## src/rtl/udp_tx_arbiter.sv

```systemverilog
// Packet-granular round-robin arbiter sharing one UDP header + payload TX port.
// Each grant passes one header beat and then that header's payload beats; packets never interleave.
module udp_tx_arbiter #(
  parameter int NUM_PORTS  = 4,
  parameter int HDR_WIDTH  = 112,
  parameter int DATA_WIDTH = 64,
  parameter int KEEP_WIDTH = DATA_WIDTH / 8
) (
  input  logic                             clk,
  input  logic                             rst,
  input  logic [NUM_PORTS*HDR_WIDTH-1:0]   s_hdr_data,
  input  logic [NUM_PORTS-1:0]             s_hdr_valid,
  output logic [NUM_PORTS-1:0]             s_hdr_ready,
  input  logic [NUM_PORTS*DATA_WIDTH-1:0]  s_payload_axis_tdata,
  input  logic [NUM_PORTS*KEEP_WIDTH-1:0]  s_payload_axis_tkeep,
  input  logic [NUM_PORTS-1:0]             s_payload_axis_tvalid,
  input  logic [NUM_PORTS-1:0]             s_payload_axis_tlast,
  input  logic [NUM_PORTS-1:0]             s_payload_axis_tuser,
  output logic [NUM_PORTS-1:0]             s_payload_axis_tready,
  output logic [HDR_WIDTH-1:0]             m_hdr_data,
  output logic                             m_hdr_valid,
  input  logic                             m_hdr_ready,
  output logic [DATA_WIDTH-1:0]            m_payload_axis_tdata,
  output logic [KEEP_WIDTH-1:0]            m_payload_axis_tkeep,
  output logic                             m_payload_axis_tvalid,
  output logic                             m_payload_axis_tlast,
  output logic                             m_payload_axis_tuser,
  input  logic                             m_payload_axis_tready,
  output logic [$clog2(NUM_PORTS)-1:0]     grant_idx,
  output logic                             busy,
  output logic [31:0]                      pkt_count
);

  localparam int IDX_W = $clog2(NUM_PORTS);

  typedef enum logic [1:0] {IDLE, HDR, PLD} state_t;

  state_t           state;
  logic [IDX_W-1:0] rr_ptr;
  logic [IDX_W-1:0] sel_idx;
  logic [IDX_W-1:0] cand;
  logic [IDX_W-1:0] next_ptr;
  logic             sel_found;
  logic             hdr_fire;
  logic             pld_last_fire;
  logic             hdr_only;

  // Scan downward so the candidate closest to rr_ptr is the last one written and wins.
  always_comb begin
    sel_found = 1'b0;
    sel_idx   = '0;
    cand      = '0;
    for (int k = NUM_PORTS - 1; k >= 0; k--) begin
      cand = IDX_W'((int'(rr_ptr) + k) % NUM_PORTS);
      if (s_hdr_valid[cand]) begin
        sel_found = 1'b1;
        sel_idx   = cand;
      end
    end
  end

  always_comb begin
    m_hdr_data            = '0;
    m_hdr_valid           = 1'b0;
    s_hdr_ready           = '0;
    m_payload_axis_tdata  = '0;
    m_payload_axis_tkeep  = '0;
    m_payload_axis_tvalid = 1'b0;
    m_payload_axis_tlast  = 1'b0;
    m_payload_axis_tuser  = 1'b0;
    s_payload_axis_tready = '0;
    for (int i = 0; i < NUM_PORTS; i++) begin
      if (IDX_W'(i) == grant_idx) begin
        if (state == HDR) begin
          m_hdr_data     = s_hdr_data[i*HDR_WIDTH +: HDR_WIDTH];
          m_hdr_valid    = s_hdr_valid[i];
          s_hdr_ready[i] = m_hdr_ready;
        end
        if (state == PLD) begin
          m_payload_axis_tdata     = s_payload_axis_tdata[i*DATA_WIDTH +: DATA_WIDTH];
          m_payload_axis_tkeep     = s_payload_axis_tkeep[i*KEEP_WIDTH +: KEEP_WIDTH];
          m_payload_axis_tvalid    = s_payload_axis_tvalid[i];
          m_payload_axis_tlast     = s_payload_axis_tlast[i];
          m_payload_axis_tuser     = s_payload_axis_tuser[i];
          s_payload_axis_tready[i] = m_payload_axis_tready;
        end
      end
    end
  end

  assign hdr_fire      = m_hdr_valid && m_hdr_ready;
  assign pld_last_fire = m_payload_axis_tvalid && m_payload_axis_tready && m_payload_axis_tlast;
  assign hdr_only      = (m_hdr_data[HDR_WIDTH-1 -: 16] <= 16'd8);
  assign next_ptr      = (grant_idx == IDX_W'(NUM_PORTS - 1)) ? '0 : grant_idx + 1'b1;
  assign busy          = (state != IDLE);

  // Datagrams of 8 bytes or less are header-only and complete on the header handshake.
  always_ff @(posedge clk or posedge rst) begin
    if (rst) begin
      state     <= IDLE;
      rr_ptr    <= '0;
      grant_idx <= '0;
      pkt_count <= '0;
    end else begin
      case (state)
        IDLE: begin
          if (sel_found) begin
            grant_idx <= sel_idx;
            state     <= HDR;
          end
        end
        HDR: begin
          if (hdr_fire) begin
            if (hdr_only) begin
              rr_ptr    <= next_ptr;
              pkt_count <= pkt_count + 32'd1;
              state     <= IDLE;
            end else begin
              state <= PLD;
            end
          end
        end
        PLD: begin
          if (pld_last_fire) begin
            rr_ptr    <= next_ptr;
            pkt_count <= pkt_count + 32'd1;
            state     <= IDLE;
          end
        end
        default: state <= IDLE;
      endcase
    end
  end

endmodule

```

## config.mk

```make
export PLATFORM = sky130hd
export DESIGN_NAME = udp_tx_arbiter
export DESIGN_NICKNAME = d
export VERILOG_FILES = /design/src/rtl/udp_tx_arbiter.sv
export SDC_FILE = /design/constraint.sdc
export NUM_CORES = 1
export LEC_CHECK = 0
export BUFFER_PORTS_ARGS = -buffer_cell sky130_fd_sc_hd__clkbuf_2
export CORE_AREA = 2 2 381 383
export CTS_CLUSTER_DIAMETER = 100
export DETAILED_ROUTE_END_ITERATION = 10
export DIE_AREA = 0 0 383 385
export PLACE_DENSITY_LB_ADDON = 0.15
export RECOVER_POWER = 50
export SYNTH_ARGS = -nofsm -noshare
export SYNTH_HDL_FRONTEND = slang
export SYNTH_SLANG_ARGS = --single-unit
```

## constraint.sdc

```tcl
create_clock -name clk -period 5.45 [get_ports clk]
set_input_delay 1.09 -clock clk [delete_from_list [all_inputs] [get_ports clk]]
set_output_delay 1.09 -clock clk [all_outputs]
set_load 0.05 [all_outputs]
```

Word level (Yosys, flattened, before mapping)
Index checks and enable logic that the tools add are counted.
{"block": "totals", "regBits": 38, "input_bits": 756}
{"block": "classes", "eq_ne": 10, "add_sub_neg": 5, "reduce_logical": 10, "magnitude_cmp": 5, "mux": 96}
{"op": "$mux 112", "count": 8}
{"op": "$mux 64", "count": 8}
{"op": "$mux 32", "count": 3}
{"op": "$mux 8", "count": 8}
{"op": "$pmux 32 s2", "count": 1}
{"op": "$mux 1", "count": 50}
{"op": "$add 32x1->32 const B", "count": 1}
{"op": "$mux 2", "count": 12}
{"op": "$le 16x4->1 const B", "count": 1}
{"op": "$lt 2x3->1 const B", "count": 4}
{"op": "$bmux 1 s2", "count": 4}
{"op": "$ne 2x2->1 const B", "count": 4}
{"op": "$pmux 2 s3", "count": 1}
{"op": "$add 2x1->2 const B", "count": 2}
{"op": "$add 2x2->2 const B", "count": 2}
{"op": "$eq 2x2->1 const A", "count": 2}
{"op": "$eq 2x2->1 const B", "count": 2}
{"op": "$logic_not 2->1", "count": 2}
{"op": "$pmux 2 s2", "count": 1}
{"op": "$reduce_and 4->1", "count": 1}
{"op": "$reduce_bool 2->1", "count": 2}
{"op": "$logic_and 1x1->1", "count": 3}
{"op": "$reduce_and 3->1", "count": 1}
{"op": "$eq 1x2->1 const A", "count": 1}
{"op": "other kinds (2)", "count": 2}

Depth between registers and ports, before layout
{"block": "logic_depth", "depth_word": 13, "ltp_mapped": 15, "ltp_nobuf": 10}

Least setup slack after synthesis
No wires, ideal clock.
{"block": "synth_path", "path_kind": "register -> register", "from": "register grant_idx[1]", "to": "register rr_ptr[1]", "arrival_time_ns": 4.250, "t_required_ns": 5.325, "path_stages_with_launch": 14, "period_less_slack_ns": 4.375, "slack_ns": 1.075, "path_cell_list": "dfrtp_1 inv_1 ha_1 nor2b_2 buf_6 buf_12 a221oi_2 o41ai_1 nor4_1 and4_1 a21o_1 buf_6 buf_6 mux2_4"}
{"block": "synth_via", "elab_cells_between_ends": 47}
{"item": "from (decl)", "line_no": "29", "text": "output logic [$clog2(NUM_PORTS)-1:0] grant_idx,"}
{"item": "from (signal assigned)", "line_no": "108", "text": "grant_idx <= sel_idx;"}
{"item": "$logic_not 2->1", "line_no": "73", "text": "if (IDX_W'(i) == grant_idx) begin"}
{"item": "$mux 112", "line_no": "73"}
{"item": "$mux 112", "line_no": "74", "text": "if (state == HDR) begin"}
{"item": "$mux 112", "line_no": "73"}
{"item": "$mux 112", "line_no": "74"}
{"item": "$mux 112", "line_no": "73"}
{"item": "$mux 112", "line_no": "74"}
{"item": "$mux 112 *", "line_no": "73"}
{"item": "named net m_hdr_data[109]", "line_no": "20", "text": "output logic [HDR_WIDTH-1:0] m_hdr_data,"}
{"item": "$le 16x4->1 *", "line_no": "93", "text": "assign hdr_only = (m_hdr_data[HDR_WIDTH-1 -: 16] <= 16'd8);"}
{"item": "$ne 2x2->1 (no line) *"}
{"item": "$reduce_and 4->1 (no line) *"}
{"item": "to (signal assigned)", "line_no": "115", "text": "rr_ptr <= next_ptr;"}
{"item": "to (signal assigned)", "line_no": "125", "text": "rr_ptr <= next_ptr;"}
{"item": "to (decl)", "line_no": "39", "text": "logic [IDX_W-1:0] rr_ptr;"}
Mark *: on every way through the listed nets, which the timed path passes. The rest lies on a longest branch. The select of a mux whose other input is x is not followed.
A chain may end at the register's enable or synchronous reset.

Final worst setup path
{"block": "layout_path", "from": "register grant_idx[0]", "to": "output port m_hdr_data[71]"}
{"block": "layout_via", "elab_chain_cells": 8, "elab_cells_between_ends": 11}
{"item": "$logic_not 2->1", "line_no": "73"}
{"item": "$mux 112", "line_no": "73"}
{"item": "$mux 112", "line_no": "74"}
{"item": "$mux 112", "line_no": "73"}
{"item": "$mux 112", "line_no": "74"}
{"item": "$mux 112", "line_no": "73"}
{"item": "$mux 112", "line_no": "74"}
{"item": "$mux 112 *", "line_no": "73"}
{"item": "to (decl)", "line_no": "20"}
Mark *: on every way between the ends. The rest lies on a longest branch, timed or not.

==> impl_results.md <==
- Layout area overhead: 94.9%
- Fmax: 0.213 GHz
- MaxCap Viol Count: 2
- Initial Util: 5.40%
- Async S/R FF share, synth: 100%
- Vias per inst: 3.37
- Fin. Hold Viols: 0
- Clock slew seen by the registers of the worst setup and hold paths: 0.07 ns
- Chip width: 383 um
- DP Wirelength: 85600 um
- Post-Syn Area: 7730 um2
- Sequential area share after synthesis: 12.3%
- Gate Count Post-Synth: 1355
- Core ar.: 143000 um2
- Slew @ Worst Pin: 2.46 ns
- Site Rows: 139
- GPL Wtd Cong: 0.835
- EDFF count, synth: 0
- Tcrit/Tclk final: 86.1%
- First-pass GRT wire length: 125000 um
- CP Launch Type: flip-flop
- Area contributors post-synth: a21oi_1 22%, nor2_1 22%, a22oi_1 17%
- Worst min path class: reg -> reg
- # resized after CTS: 0
- Worst VDD drop: 0.394 mV
- Fin crit period: 4.69 ns
- CTS tree: done
- Clock Skew: 0.0103 ns
- CTS Hold Buffers Added: 0
- Die span in y: 385 um
- Failing checks: capacitance limit, slew limit
- Nets: 3016
- Yosys top cell area share: 22.3%
- Total GRT Usage: 12.3%
- Detailed-route wire length: 98500 um
- PD cells: 526 nW/um2
- Average cell area after synthesis: 5.70 um2
- Vias: 14067
- # clock sinks: 38
- Later-pin clock latency in the skew report: 0.29 ns
- Fill cells: 17152
- Num CTS Buffers: 5
- Static leakage: 7.15 nW
- Unrepaired setup endpoints after global routing: false
- Io pins: 987
- Synth area leader: a21oi_1
- Total Power: 7.91 mW
- Post-synth cell types: 45
- Final setup vio count: 0
- Antenna Nets Post-Route: 0
- H-tree Lvls: 2
- Slew Viols, Final: 39
- Warnings, synthesis: 0
- PortBufs: 986
- Post-CTS Setup Bufs: 0
- Root Buffer: clkbuf_16
- Setup TNS: 0 ns
- Outcome: finished, violations left
- DRC: 0
- Die ar.: 147000 um2
- Req. time, crit path: 4.36 ns
- Syn nets: 2116
- Data arrival, critical path: 3.60 ns
- Congestion Overflow GR: 0
- Peak fanout along the critical path: 72
- Slew headroom: -63.9%
- Largest net degree at the start of global routing: 92
- Setup CP Type: reg -> out
- Clk buf depth: 2
- Critical path endpoint category: output pin
- Layout cells sized above 1: 42.6%
- Fin util: 10.5%
- Initial antenna violation count: 49
- Ys flop type: dfrtp_1
- Number of DRC markers in iteration 0: 725
- Vias in the first global route: 14032
- Detailed Routing Iterations Pass 1: 5
- Routed wire per std cell: 23.6 um
- Register bit total from synthesis: 38
## final timing paths
| path | from | end | slack (ns) | cells past startpoint |
|---|---|---|---|---|
| max | grant_idx[0]$_DFFE_PP0P_ | m_hdr_data[71] | 0.76 | 7 |
| min | pkt_count[31]$_DFFE_PP0P_ | pkt_count[31]$_DFFE_PP0P_ | 0.48 | 1 |
| max reg2reg | grant_idx[0]$_DFFE_PP0P_ | pkt_count[10]$_DFFE_PP0P_ | 1.19 | 14 |
| min reg2reg | pkt_count[31]$_DFFE_PP0P_ | pkt_count[31]$_DFFE_PP0P_ | 0.48 | 1 |
| max in group asynchronous | rst | pkt_count[1]$_DFFE_PP0P_ | 2.35 | 3 |
| min in group asynchronous | rst | pkt_count[31]$_DFFE_PP0P_ | 1.69 | 3 |
## state kept, by name, indices dropped and copies added (netlist names)
| name | count |
|---|---|
| grant_idx | 2 |
| rr_ptr | 2 |
| state | 2 |
| pkt_count | 32 |
## layer usage
| layer | share of wire (%) | GRT usage [%] |
|---|---|---|
| met2 | 51 | 21.7 |
| met3 | 6.5 | 2.94 |
| met5 | 0.11 | 0 |
| met4 | 1.6 | 3.49 |
| met1 | 41 | 14.9 |
## cells in the mapped netlist (2+ instances only)
library cell	instances
buf_2	9
a22oi_1	171
nor4b_2	3
nor3_1	2
nand3_1	28
inv_1	14
nor2_1	449
o41ai_1	12
o21ai_0	4
nor4_1	3
nor2b_1	14
clkbuf_1	108
dfrtp_1	38
xnor2_1	27
a221oi_2	4
o22ai_1	2
a21oi_1	344
nand4_1	11
and2_1	3
a221oi_1	9
xor2_1	4
nand2_1	23
buf_6	6
buf_1	18
nand2b_1	5
ha_1	5
and4_1	4
and3_1	11
a221o_1	5
o221ai_1	4
## report_power, final
| group | switching [mW] | leakage, nW | internal, mW |
|---|---|---|---|
| sequential | 0.0465 | 0.523 | 0.310 |
| clock | 0.131 | 0.0740 | 0.182 |
| combinational | 5.50 | 6.56 | 1.75 |
| total | 5.68 | 7.15 | 2.24 |
## cells in the final DEF, fill, tap and decap left out, types with 5 or more instances in the layout
cell type / netlist / final
nor2b_1: 14 / 14
xnor2_1: 27 / 27
and3_1: 11 / 11
buf_4: 1 / 32
nand2_1: 23 / 23
buf_12: 1 / 11
nor2_1: 449 / 449
a221o_1: 5 / 5
diode_2: 0 / 18
a221oi_1: 9 / 9
o41ai_1: 12 / 11
dfrtp_1: 38 / 38
a21oi_1: 344 / 344
clkbuf_1: 108 / 102
clkbuf_2: 0 / 892
a22oi_1: 171 / 171
inv_1: 14 / 14
nand3_1: 28 / 28
clkbuf_16: 0 / 5
nand4_1: 11 / 11
## kinds of logic after synthesis
group                    after synthesis  synth area share (%)
flip-flops                            38                  12.3
XOR/XNOR                              31                  3.51
multiplexers                           2                 0.340
buffers and inverters                157                  8.61
AND/OR/NAND/NOR                      560                  30.1
AO/OA/AOI/OAI                        562                  44.3
adder cells (fa/ha/maj)                5                 0.810
## metrics by stage
stage | area, um2 | cells | hold WS, ns | worst slack, ns
2_1_floorplan | 7730 | 1355 | 0.509 | 1.07
3_5_place_dp | 15000 | 4151 | 0.466 | 1.07
5_1_grt | 15100 | 4176 | 0.495 | 0.479
6_report | 15100 | 4177 | 0.479 | 0.755
3_3_place_gp | 15000 | 4151 | 0.478 | 1.01
4_1_cts | 15200 | 4159 | 0.479 | 0.851
## final cells by class
cell class	instances	area, um2	share of cell area, %
inverters	14	52.6	0.349
clock inverters	1	5.00	0.0332
multi-input cells	1160	6180	41.0
flip-flops and latches	38	951	6.31
clock buffers	7	143	0.947
well taps	1903	2380	15.8
repair buffers	1036	5300	35.2
diodes	18	45.0	0.299
## worst max-delay path, stage by stage, from the launching register on
cell,delay [ns]
dfrtp_1,0.53
ha_4,0.72
buf_12,0.34
clkbuf_1,0.96
nor2_1,0.17
a21oi_1,0.17
nor2_1,0.06
clkbuf_2,0.26
(Power assumes the default switching activity.)
